===== src/rtl/sprite_compositor_pkg.sv =====
// Shared constants for the sprite compositor: default parameters,
// background tile-to-sheet-cell mapping and the power-up palette.
package sprite_compositor_pkg;

  localparam int DEF_TILE_PX = 40;
  localparam int DEF_SHEET_W = 200;
  localparam int DEF_NUM_SPR = 2;
  localparam int DEF_ADDR_W  = 16;
  localparam int DEF_IDX_W   = 4;
  localparam int DEF_KEY_IDX = 13;

  typedef struct packed {
    logic [2:0] cx;
    logic [2:0] cy;
  } cell_t;

  localparam cell_t BORDER_CELL = '{cx: 3'd0, cy: 3'd4};

  localparam logic [23:0] DEF_PALETTE [16] = '{
    24'h0AB1FF, 24'hFF3118, 24'hFFC6B5, 24'h9C4A00,
    24'hE75A10, 24'hC66300, 24'hD65A00, 24'hF7D6B5,
    24'hFF945A, 24'hE69C21, 24'hBDFF18, 24'h00AD00,
    24'h000000, 24'hFF00FF, 24'hFF00FF, 24'hFF00FF
  };

  // Sheet cell holding the artwork for a background block ID.
  function automatic cell_t tile_cell(input logic [2:0] id);
    case (id)
      3'd0:    return '{cx: 3'd4, cy: 3'd4};
      3'd1:    return '{cx: 3'd2, cy: 3'd3};
      3'd2:    return '{cx: 3'd0, cy: 3'd2};
      3'd3:    return '{cx: 3'd1, cy: 3'd3};
      3'd4:    return '{cx: 3'd1, cy: 3'd2};
      3'd5:    return '{cx: 3'd2, cy: 3'd2};
      3'd6:    return '{cx: 3'd3, cy: 3'd3};
      default: return '{cx: 3'd4, cy: 3'd3};
    endcase
  endfunction

  // Power-up colour of a palette entry; entries past the table read as key magenta.
  function automatic logic [23:0] default_color(input int i);
    if (i < 16) return DEF_PALETTE[i[3:0]];
    return 24'hFF00FF;
  endfunction

endpackage


===== src/rtl/sprite_compositor_sheet_addr_gen.sv =====
// Combinational sheet-ROM address for one pixel inside one sheet cell.
// All arithmetic is carried at ADDR_W bits, which gives the same result as
// computing at full width and truncating.
module sheet_addr_gen
  import sprite_compositor_pkg::*;
#(
  parameter int TILE_PX = DEF_TILE_PX,
  parameter int SHEET_W = DEF_SHEET_W,
  parameter int ADDR_W  = DEF_ADDR_W
) (
  input  logic [9:0]        draw_x,
  input  logic [9:0]        draw_y,
  input  logic [2:0]        cx,
  input  logic [2:0]        cy,
  input  logic              flip,
  output logic [ADDR_W-1:0] addr
);

  localparam logic [9:0] TILE_W  = 10'(TILE_PX);
  localparam logic [9:0] TILE_M1 = 10'(TILE_PX - 1);

  logic [9:0] px;
  logic [9:0] py;

  // Offset within the cell (mirrored horizontally on flip), then cell base.
  always_comb begin
    px = draw_x % TILE_W;
    if (flip) px = TILE_M1 - px;
    py = draw_y % TILE_W;
    addr = ADDR_W'(SHEET_W * TILE_PX) * ADDR_W'(cy)
         + ADDR_W'(TILE_PX) * ADDR_W'(cx)
         + ADDR_W'(px)
         + ADDR_W'(SHEET_W) * ADDR_W'(py);
  end

endmodule


===== src/rtl/sprite_compositor.sv =====
// Three-stage pixel compositor: layer select + ROM addressing, index
// merge with colour-key transparency, palette lookup.
module sprite_compositor
  import sprite_compositor_pkg::*;
#(
  parameter int TILE_PX = DEF_TILE_PX,
  parameter int SHEET_W = DEF_SHEET_W,
  parameter int NUM_SPR = DEF_NUM_SPR,
  parameter int ADDR_W  = DEF_ADDR_W,
  parameter int IDX_W   = DEF_IDX_W,
  parameter logic [IDX_W-1:0] KEY_IDX = IDX_W'(DEF_KEY_IDX)
) (
  input  logic                    Clk,
  input  logic                    Reset,
  input  logic                    pix_valid,
  input  logic [9:0]              DrawX,
  input  logic [9:0]              DrawY,
  input  logic                    border,
  input  logic [2:0]              tile_id,
  input  logic [NUM_SPR-1:0]      spr_hit,
  input  logic [NUM_SPR-1:0][2:0] spr_cx,
  input  logic [NUM_SPR-1:0][2:0] spr_cy,
  input  logic [NUM_SPR-1:0]      spr_flip,
  output logic [ADDR_W-1:0]       spr_addr,
  output logic [ADDR_W-1:0]       tile_addr,
  input  logic [IDX_W-1:0]        spr_idx,
  input  logic [IDX_W-1:0]        tile_idx,
  input  logic                    pal_we,
  input  logic [IDX_W-1:0]        pal_waddr,
  input  logic [23:0]             pal_wdata,
  output logic                    rgb_valid,
  output logic [7:0]              VGA_R,
  output logic [7:0]              VGA_G,
  output logic [7:0]              VGA_B
);

  localparam int PAL_N = 2 ** IDX_W;

  logic              win_hit;
  logic [2:0]        win_cx;
  logic [2:0]        win_cy;
  logic              win_flip;
  cell_t             tcell;
  logic [ADDR_W-1:0] spr_addr_c;
  logic [ADDR_W-1:0] tile_addr_c;
  logic              v1, hit1, v2, hit2;
  logic [IDX_W-1:0]  final_idx;
  logic [23:0]       pal [PAL_N];

  // Lowest-index hitting layer wins; scan from the top so it overwrites the rest.
  always_comb begin
    win_hit  = 1'b0;
    win_cx   = spr_cx[0];
    win_cy   = spr_cy[0];
    win_flip = spr_flip[0];
    for (int i = NUM_SPR - 1; i >= 0; i--) begin
      if (spr_hit[i]) begin
        win_hit  = 1'b1;
        win_cx   = spr_cx[i];
        win_cy   = spr_cy[i];
        win_flip = spr_flip[i];
      end
    end
    tcell = border ? BORDER_CELL : tile_cell(tile_id);
  end

  sheet_addr_gen #(.TILE_PX(TILE_PX), .SHEET_W(SHEET_W), .ADDR_W(ADDR_W)) u_spr_addr (
    .draw_x (DrawX),
    .draw_y (DrawY),
    .cx     (win_cx),
    .cy     (win_cy),
    .flip   (win_flip),
    .addr   (spr_addr_c)
  );

  sheet_addr_gen #(.TILE_PX(TILE_PX), .SHEET_W(SHEET_W), .ADDR_W(ADDR_W)) u_tile_addr (
    .draw_x (DrawX),
    .draw_y (DrawY),
    .cx     (tcell.cx),
    .cy     (tcell.cy),
    .flip   (1'b0),
    .addr   (tile_addr_c)
  );

  // Stages 1 and 2: ROM addresses out, qualifiers follow the ROM latency.
  always_ff @(posedge Clk or posedge Reset) begin
    if (Reset) begin
      v1        <= 1'b0;
      hit1      <= 1'b0;
      spr_addr  <= '0;
      tile_addr <= '0;
      v2        <= 1'b0;
      hit2      <= 1'b0;
    end else begin
      v1        <= pix_valid;
      hit1      <= win_hit;
      spr_addr  <= win_hit ? spr_addr_c : '0;
      tile_addr <= tile_addr_c;
      v2        <= v1;
      hit2      <= hit1;
    end
  end

  // A keyed sprite pixel shows the background, never a lower layer.
  always_comb begin
    final_idx = (hit2 && (spr_idx != KEY_IDX)) ? spr_idx : tile_idx;
  end

  // Stage 3: palette lookup; blank colour whenever no pixel is in flight.
  always_ff @(posedge Clk or posedge Reset) begin
    if (Reset) begin
      rgb_valid <= 1'b0;
      VGA_R     <= '0;
      VGA_G     <= '0;
      VGA_B     <= '0;
    end else if (v2) begin
      rgb_valid             <= 1'b1;
      {VGA_R, VGA_G, VGA_B} <= pal[final_idx];
    end else begin
      rgb_valid <= 1'b0;
      VGA_R     <= '0;
      VGA_G     <= '0;
      VGA_B     <= '0;
    end
  end

  // Palette registers: defaults on reset, writes land on the following cycle.
  always_ff @(posedge Clk or posedge Reset) begin
    if (Reset) begin
      for (int i = 0; i < PAL_N; i++) pal[i] <= default_color(i);
    end else if (pal_we) begin
      pal[pal_waddr] <= pal_wdata;
    end
  end

endmodule


===== config.mk =====
export PLATFORM = sky130hd
export DESIGN_NAME = sprite_compositor
export DESIGN_NICKNAME = d
export VERILOG_FILES = /design/src/rtl/sprite_compositor_pkg.sv /design/src/rtl/sprite_compositor_sheet_addr_gen.sv /design/src/rtl/sprite_compositor.sv
export SDC_FILE = /design/constraint.sdc
export NUM_CORES = 1
export LEC_CHECK = 0
export CAP_MARGIN = 20
export CORE_ASPECT_RATIO = 0.75
export CORE_MARGIN = 1
export CORE_UTILIZATION = 45
export CTS_BUF_LIST = sky130_fd_sc_hd__clkbuf_4
export DETAILED_ROUTE_END_ITERATION = 7
export PLACE_DENSITY = 0.65
export SLEW_MARGIN = 20
export SYNTH_ARGS = -nofsm -noshare
export SYNTH_HDL_FRONTEND = slang
export SYNTH_HIERARCHICAL = 1
export SYNTH_SLANG_ARGS = --single-unit

===== constraint.sdc =====
create_clock -name Clk -period 14.7 [get_ports Clk]
set_input_delay 2.94 -clock Clk [delete_from_list [all_inputs] [get_ports Clk]]
set_output_delay 2.94 -clock Clk [all_outputs]
set_load 0.02 [all_outputs]

; Word-level counts from Yosys, hierarchy flattened
; Index checks and enable logic that the tools add are counted.
[totals]
register_bits = 445
input_bits = 80
output_inout_bits = 57
elab_cells = 78
[op_classes]
addsub = 7
multipliers = 5
n_div = 2
n_lt_le_gt_ge = 3
eq_ne = 7
n_mux = 23
n_bitwise = 2
n_reduce_logical = 3
[ops]
columns = cell, n
row1 = $bwmux 384, 1
row2 = $bmux 24 s4, 1
row3 = $demux 24 s4, 1
row4 = $mux 24, 3
row5 = $pmux 6 s7, 1
row6 = $add 16x10->16, 2
row7 = $add 16x16->16, 2
row8 = $add 16x9->16, 2
row9 = $mux 8, 3
row10 = $mod 10x6->10 const B, 2
row11 = $mul 7x3->10 const A, 2
row12 = $mux 16, 1
row13 = $mul 5x10->13 const A, 1
row14 = $mul 3x3->6 const A, 2
row15 = $mux 3, 4
row16 = $ge 5x5->1 const B, 2
row17 = $mux 10, 1
row18 = $not 4->5, 2
row19 = $sub 6x10->10 const A, 1
row20 = $eq 3x3->1 const B, 3
row21 = $eq 3x2->1 const B, 2
row22 = $mux 6, 1
row23 = $lt 5x1->1 const B, 1
row24 = $mux 1, 5
row25 = other kinds (5), 6

; Depth between registers and ports, before layout
; Gate-level depths: netlist of the first run.
[depth]
depth_word = 8
mapped_depth = 28
ltp_nobuf = 28

; Hierarchy
; Netlist of the first run, hierarchy kept.
[modules_own_cells]
columns = mod, instances, cells_each, area_per_inst_um2, seq_area_each_um2
row1 = sprite_compositor, 1, 1535, 20098.0, 11374.7
row2 = sheet_addr_gen at u_spr_addr, 1, 389, 3185.6, 0.0
row3 = sheet_addr_gen at u_tile_addr, 1, 354, 2856.5, 0.0

; Worst setup path before layout of the first run
; OpenSTA, ideal clock, no wires.
[synth_path]
path_kind = input port to flip-flop
startpoint = input DrawY[8]
endpoint = register tile_addr[14]
setup_time_ps = 80
arrival_ps = 8519
required_time_ps = 14620
setup_slack_ps = 6101
cell_stages = 21
path_buffers = 1
cell_sequence = buf_2 -> and4b_1 -> a2111oi_0 -> mux2_2 -> a2bb2oi_1 -> o311ai_1 -> a2bb2o_1 -> a211o_1 -> ha_1 -> ha_1 -> fa_1 -> ha_1 -> xor2_1 -> fa_1 -> inv_1 -> ha_1 -> ha_1 -> a2111oi_0 -> o31ai_1 -> a21oi_1 -> xnor2_1
[synth_between]
elab_chain_len = 3
[synth_lines]
columns = item, line_no
row1 = "start, declared", sprite_compositor.sv:17  ; input logic [9:0] DrawY,
row2 = $mod 10x6->10, sprite_compositor_sheet_addr_gen.sv:29  ; py = draw_y % TILE_W;
row3 = $mul 5x10->13, sprite_compositor_sheet_addr_gen.sv:33  ; + ADDR_W'(SHEET_W) * ADDR_W'(py);
row4 = $add 16x16->16, sprite_compositor_sheet_addr_gen.sv:33
row5 = via tile_addr_c[14], sprite_compositor.sv:45  ; logic [ADDR_W-1:0] tile_addr_c;
row6 = "end signal, assigned", sprite_compositor.sv:98  ; tile_addr <= tile_addr_c;
row7 = "end, declared", sprite_compositor.sv:25  ; output logic [ADDR_W-1:0] tile_addr,
; The timed path passes the listed nets, and every way through them passes these cells.
; A chain may end at the register's enable or synchronous reset.

; Worst setup path after layout of the first run
[layout_path]
startpoint = input DrawY[9]
endpoint = register tile_addr[14]
; The elaborated chain is that of the path after synthesis.

==> results_dict.tcl, run 1 <==
set metrics [dict create \
    synth-main-ff-cell "dfrtp_1" \
    fmax_mhz 109 \
    dp_hpwl_um 40100 \
    via_per_inst 5.47 \
    status "finished, final reports clean" \
    grt-ovfl-total 0 \
    postRouteAntennaNets 0 \
    grt_pass1_wl_um 104000 \
    maxCapViolations 0 \
    dpl-instance-area_mm2 0.0282 \
    post_cts_buffers 0 \
    synth.top_cells.by_count "mux2_2 (469), dfrtp_1 (254), dfstp_2 (191)" \
    grt_pass1_vias 18800 \
    cts_resized 0 \
    hold_violations 0 \
    skew_ns 0.0637 \
    pin_count 137 \
    slew_headroom 0.259 \
    synth_warnings 6 \
    drtIter0Drc 1148 \
    cp_slowest_stage_delay_ns 0.87 \
    crit_required_ns 15.48 \
    start_util 0.455 \
    synth_top_area_frac 0.243 \
    synth.avg_cell_area_um2 11.5 \
    worst_slack_ns 5.51 \
    drc 0 \
    endpoint "tile_addr[14]" \
    r2r_slack_ns 11.20 \
    cts_hold_buf 0 \
    ys_ff_latch 445 \
    cp_slowest_cell "clkdlybuf4s50_1" \
    avgRoutedWirePerCell_um 19.7 \
    final_nets 2683 \
    fin_crit_ns 9.19 \
    path_common_cell "ha_1" \
    synthDistinctLibCells 98 \
    post-place-ws_ns 4.70 \
    reg2reg_depth 9 \
    portBuffers 136 \
    synthesis.area_mm2 0.0261 \
    coreArea_mm2 0.0574 \
    netlist_instances 2278 \
    clock_latency_ns 0.91 \
    postLayoutCellArea_mm2 0.0297 \
    synth.yosys.seq_area_share 0.435 \
    register_area_mm2 0.0114 \
    synth_area_leaders "dfrtp_1 (24%), mux2_2 (20%), dfstp_2 (19%)" \
    power.total_w 0.00468 \
    die_x_um 280 \
    worstPathArrival_ns 9.97 \
    async_flop_share 1.00 \
    crit_path_end_kind "flip-flop" \
    grt_setup_unrepaired "false" \
    final_util 0.518 \
    max-vdd-ir-drop_mv 0.254 \
    r2r-start "hit2" \
    grt.total_usage 0.225 \
    p_leak_nw 13.0 \
    slew_violations 0 \
    dr.pass1.iters 8 \
    cts_tree "done" \
    grt_max_degree 136 \
    htree_num_levels 3 \
    finalCritPeriodShare 0.625 \
    finalSetupViolations 0 \
    p_per_area_mw_per_mm2 157 \
    antenna_found_initial 5 \
    worstSetupPathType "primary input to flip-flop" \
    reg2reg_to "VGA_R[3]" \
    hold_path_class "flip-flop to flip-flop" \
    numCtsBuffers 111 \
    gp_congestion 0.811 \
    synth_area_leader_cell "dfrtp_1" \
    cp_cell_sequence "clkdlybuf4s50_1 -> and4b_1 -> a2111oi_0 -> mux2_2 -> a2bb2oi_1 -> o311ai_1 -> a2bb2o_1 -> a211o_1 -> ha_1 -> ha_1 -> fa_1 -> ha_1 -> xor2_1 -> fa_1 -> inv_1 -> ha_1 -> ha_1 -> a2111oi_0 -> o31ai_1 -> a21oi_1 -> xnor2_1" \
    startpoint_type "primary input" \
    synth_edf_count 0 \
    multiInputGateArea_mm2 0.0138 \
    fp.dieArea_mm2 0.0591 \
    drive_gt1_frac 0.368 \
    cts-root-buf "clkbuf_4" \
    cts_buffer_depth 3 \
    wl_um 65200 \
    chipHeight_um 211 \
    tns_ns 0 \
    clk_pin_slew_ns 0.07 \
    clock-sinks 445 \
    worst_pin_slew_ns 1.11 \
    num_rows 76 \
    cp_max_fo 26 \
    num_vias 18100 \
    critPathLaunch "DrawY[9]" \
    synth.most_common_cell "mux2_2" \
    areaGrowthSynthToFinish_pct 13.8 \
    fillers 5117 \
]
critical path: cells and delay by family:
| kind | cells | cell delay, ns |
|---|---|---|
| buffers and inverters | 2 | 0.92 |
| and+or+nand+nor | 1 | 0.48 |
| xor gates and xnor gates | 2 | 0.30 |
| adders and majority gates | 7 | 2.56 |
| muxes | 1 | 0.39 |
| AOI/OAI and AO/OA | 8 | 2.37 |
how the worst min path moves through the flow:
stage	start	to	slack (ns)	depth (start not counted)
5_1_grt	hit1	hit2	0.37	0
2_1_floorplan	hit1	hit2	0.33	0
6_report	v1	v2	0.36	0
3_3_place_gp	v1	v2	0.34	0
3_5_place_dp	hit1	hit2	0.35	0
4_1_cts	hit1	hit2	0.36	0
report_power, final:
group	internal (W)	switching [W]	leakage [nW]	total, W
Clock	0.000562	0.000521	0.882	0.00108
Sequential	0.00162	0.000137	5.12	0.00176
Combinational	0.000943	0.000899	6.99	0.00184
registers in the layout, indices dropped and copies added (netlist names):
| signal | count |
|---|---|
| VGA_R | 8 |
| spr_addr | 16 |
| tile_addr | 16 |
| hit1 | 1 |
| VGA_G | 8 |
| rgb_valid | 1 |
| VGA_B | 8 |
| v1 | 1 |
| hit2 | 1 |
| pal | 384 |
| v2 | 1 |
kinds of logic after synthesis:
kind of cell               synth area share
muxes                                 0.225
and+or+nand+nor                       0.103
DFF                                   0.435
AOI/OAI and AO/OA                    0.0790
buffers and inverters                0.0429
adders and majority gates            0.0932
xor gates and xnor gates             0.0211
other                              0.000718
area by class of cell:
cell class / instances / area share
well taps: 780 / 0.0328
repair buffers: 174 / 0.0557
inverters: 124 / 0.0158
diodes: 6 / 0.000505
clock inverters: 38 / 0.00732
clock buffers: 169 / 0.0427
flip-flops and latches: 445 / 0.382
multi-input cells: 1577 / 0.463
placed cells by master (no fill, tap or decap), types with 40 or more instances in the layout:
| master | synthesis | final |
|---|---|---|
| mux2_2 | 469 | 469 |
| dfrtp_1 | 254 | 254 |
| dfstp_2 | 191 | 191 |
| nand2_1 | 181 | 180 |
| clkbuf_4 | 0 | 169 |
| clkdlybuf4s50_1 | 0 | 135 |
| ha_1 | 130 | 130 |
| inv_1 | 123 | 122 |
| o21ai_0 | 58 | 58 |
| nor2_1 | 66 | 53 |
| and3_1 | 52 | 52 |
| o22ai_1 | 48 | 47 |
| xnor2_1 | 47 | 47 |
| mux2i_1 | 43 | 43 |
| fa_1 | 40 | 40 |
per-layer routing:
metal | global-route usage | vias to the layer above | routed length [um]
li1 | - | 8442 | -
met1 | 0.315 | 9178 | 30800
met2 | 0.351 | 404 | 29800
met3 | 0.0472 | 92 | 3250
met4 | 0.0661 | 2 | 1330
met5 | 0 | - | 9
per-stage QoR:
stage                     cells  hold WS, ns
final                      3313        0.361
after global routing       3313        0.369
after CTS                  3307        0.364
after detailed placement   3100        0.348
after global placement     3100        0.339
after floorplan            2296        0.331
Power figures use the tool's default switching activity.
==> inputs of run 2 (changes only) <==
==> constraint.sdc (replaced) <==
create_clock -name Clk -period 7.8 [get_ports Clk]
set_input_delay 1.56 -clock Clk [delete_from_list [all_inputs] [get_ports Clk]]
set_output_delay 1.56 -clock Clk [all_outputs]
set_load 0.02 [all_outputs]
==> results_dict.tcl, run 2 (same netlist as run 1, synthesis figures left out) <==
set metrics [dict create \
    clock-sinks 445 \
    reg2reg_depth 9 \
    met2_usage 0.350 \
    critPathTopFamily "compound AO/OA/AOI/OAI gates" \
    fmax_mhz 137 \
    largest_reg_flops 384 \
    tns_ns 0 \
    finalSetupViolations 0 \
    slew_violations 0 \
    cts-root-buf "clkbuf_4" \
    drive_gt1_frac 0.383 \
    cts_buffer_depth 3 \
    chipHeight_um 211 \
    pin_count 137 \
    num_rows 76 \
    final_util 0.526 \
    coreArea_mm2 0.0574 \
    fp.dieArea_mm2 0.0591 \
    final_cell_mix "mux2_2 (469), dfrtp_1 (254), dfstp_2 (191), nand2_1 (180), clkbuf_4 (180)" \
    r2r_slack_ns 4.45 \
    die_x_um 280 \
    cts_resized 0 \
    slew_headroom 0.342 \
    met3_usage 0.0470 \
    reg_top3 "pal: 384 flops, spr_addr: 16 flops, tile_addr: 16 flops" \
    worst_pin_slew_ns 0.987 \
    cp_num_cells 23 \
    post_cts_buffers 0 \
    via_per_inst 5.52 \
    cts_hold_buf 0 \
    power.total_w 0.00919 \
    clk_pin_slew_ns 0.07 \
    cts_tree "done" \
    finalCritPeriodShare 0.934 \
    wl_um 66500 \
    hold_violations 0 \
    cp_cell_sequence "clkdlybuf4s50_1 -> and4b_1 -> a2111oi_0 -> mux2_2 -> a2bb2oi_1 -> o311ai_1 -> a2bb2o_1 -> a211o_1 -> ha_1 -> ha_1 -> fa_1 -> ha_1 -> a21o_1 -> a21oi_1 -> xnor2_1 -> ha_1 -> ha_1 -> ha_1 -> a2111oi_0 -> buf_4 -> o31ai_1 -> a21oi_1 -> xnor2_1" \
    grt-ovfl-total 0 \
    final_nets 2732 \
    r2r-start "hit2" \
    grt.met1_usage 0.328 \
    grt_max_degree 186 \
    hold_path_class "flip-flop to flip-flop" \
    instances_no_fill 3368 \
    grt_pass1_wl_um 106000 \
    numCtsBuffers 110 \
    cp_slowest_cell "a2111oi_0" \
    hold_ws_ns 0.364 \
    antenna_found_initial 6 \
    grt.total_usage 0.229 \
    drc 0 \
    max-vdd-ir-drop_mv 0.343 \
    areaGrowthSynthToFinish_pct 15.6 \
    fin_crit_ns 7.28 \
    path_common_cell "ha_1" \
    grt_setup_unrepaired "false" \
    clock_latency_ns 0.88 \
    dp_hpwl_um 41300 \
    num_vias 18600 \
    portBuffers 136 \
    drtIter0Drc 1367 \
    dp.cells 3148 \
    endpoint "tile_addr[14]" \
    worst-path-buf-inv 2 \
    grt_pass1_vias 19200 \
    grt_busiest_layer "met2" \
    gp_congestion 0.818 \
    worstPathArrival_ns 8.06 \
    p_per_area_mw_per_mm2 304 \
    skew_ns 0.0489 \
    startpoint_type "primary input" \
    status "finished, final reports clean" \
    worstSetupPathType "primary input to flip-flop" \
    cp_max_fo 5 \
    reg2reg_to "VGA_B[3]" \
    maxCapViolations 0 \
    critPathLaunch "DrawY[9]" \
    crit_required_ns 8.58 \
    regMostFlops "pal" \
    dr.pass1.iters 5 \
    avgRoutedWirePerCell_um 19.8 \
    cp_slowest_stage_delay_ns 0.59 \
    start_util 0.455 \
    final_common_cell "mux2_2" \
    crit_path_end_kind "flip-flop" \
    postRouteAntennaNets 0 \
    hp-start "hit1" \
    htree_num_levels 3 \
    p_leak_nw 13.3 \
]
==> run 2: cell count changes in the layout (fill, tap and decap cells not counted) <==
cell / previous run / this run
buf_16: 0 / 1
buf_12: 1 / 3
clkinv_2: 3 / 5
clkdlybuf4s50_1: 135 / 136
clkinv_1: 27 / 18
buf_2: 1 / 0
diode_2: 6 / 9
clkbuf_4: 169 / 180
clkinvlp_4: 2 / 3
buf_4: 36 / 84
inv_6: 2 / 1
inv_2: 3 / 1
buf_6: 1 / 0
==> run 2: routing by layer <==
layer	wire (um)	part of all wire	vias to the layer above
li1	-	-	8556
met1	31500	0.47	9478
met2	29800	0.45	476
met3	3770	0.057	97
met4	1360	0.020	0
met5	0	0	-
==> run 2: area by class of cell <==
class,count,area (um^2)
flip-flops and latches,445,11400
clock inverters,29,185
repair buffers,224,2080
inverters,124,469
fillers,5058,27200
well taps,780,976
diodes,9,22.5
clock buffers,180,1350
multi-input cells,1577,13800
==> run 2: where the power goes <==
group / leakage (nW) / internal, W / switching [W] / total, W
Clock: 0.913 / 0.00111 / 0.000982 / 0.00209
Combinational: 7.25 / 0.00199 / 0.00180 / 0.00379
Sequential: 5.12 / 0.00305 / 0.000261 / 0.00331
==> run 2: stage by stage <==
| step | instance area (um^2) | worst slack, ns |
|---|---|---|
| 2_1_floorplan | 26200 | 0.381 |
| 3_3_place_gp | 28600 | -0.128 |
| 3_5_place_dp | 28600 | -0.233 |
| 4_1_cts | 30200 | 0.633 |
| 5_1_grt | 30200 | 0.258 |
| 6_report | 30200 | 0.517 |
==> run 2: how the worst min path moves through the flow <==
stage                 to  slack [ns]  cells after the start
finish              hit2        0.36                      0
global route        hit2        0.39                      0
CTS                   v2        0.37                      0
detailed placement    v2        0.34                      0
global placement      v2        0.34                      0
floorplan           hit2        0.33                      0
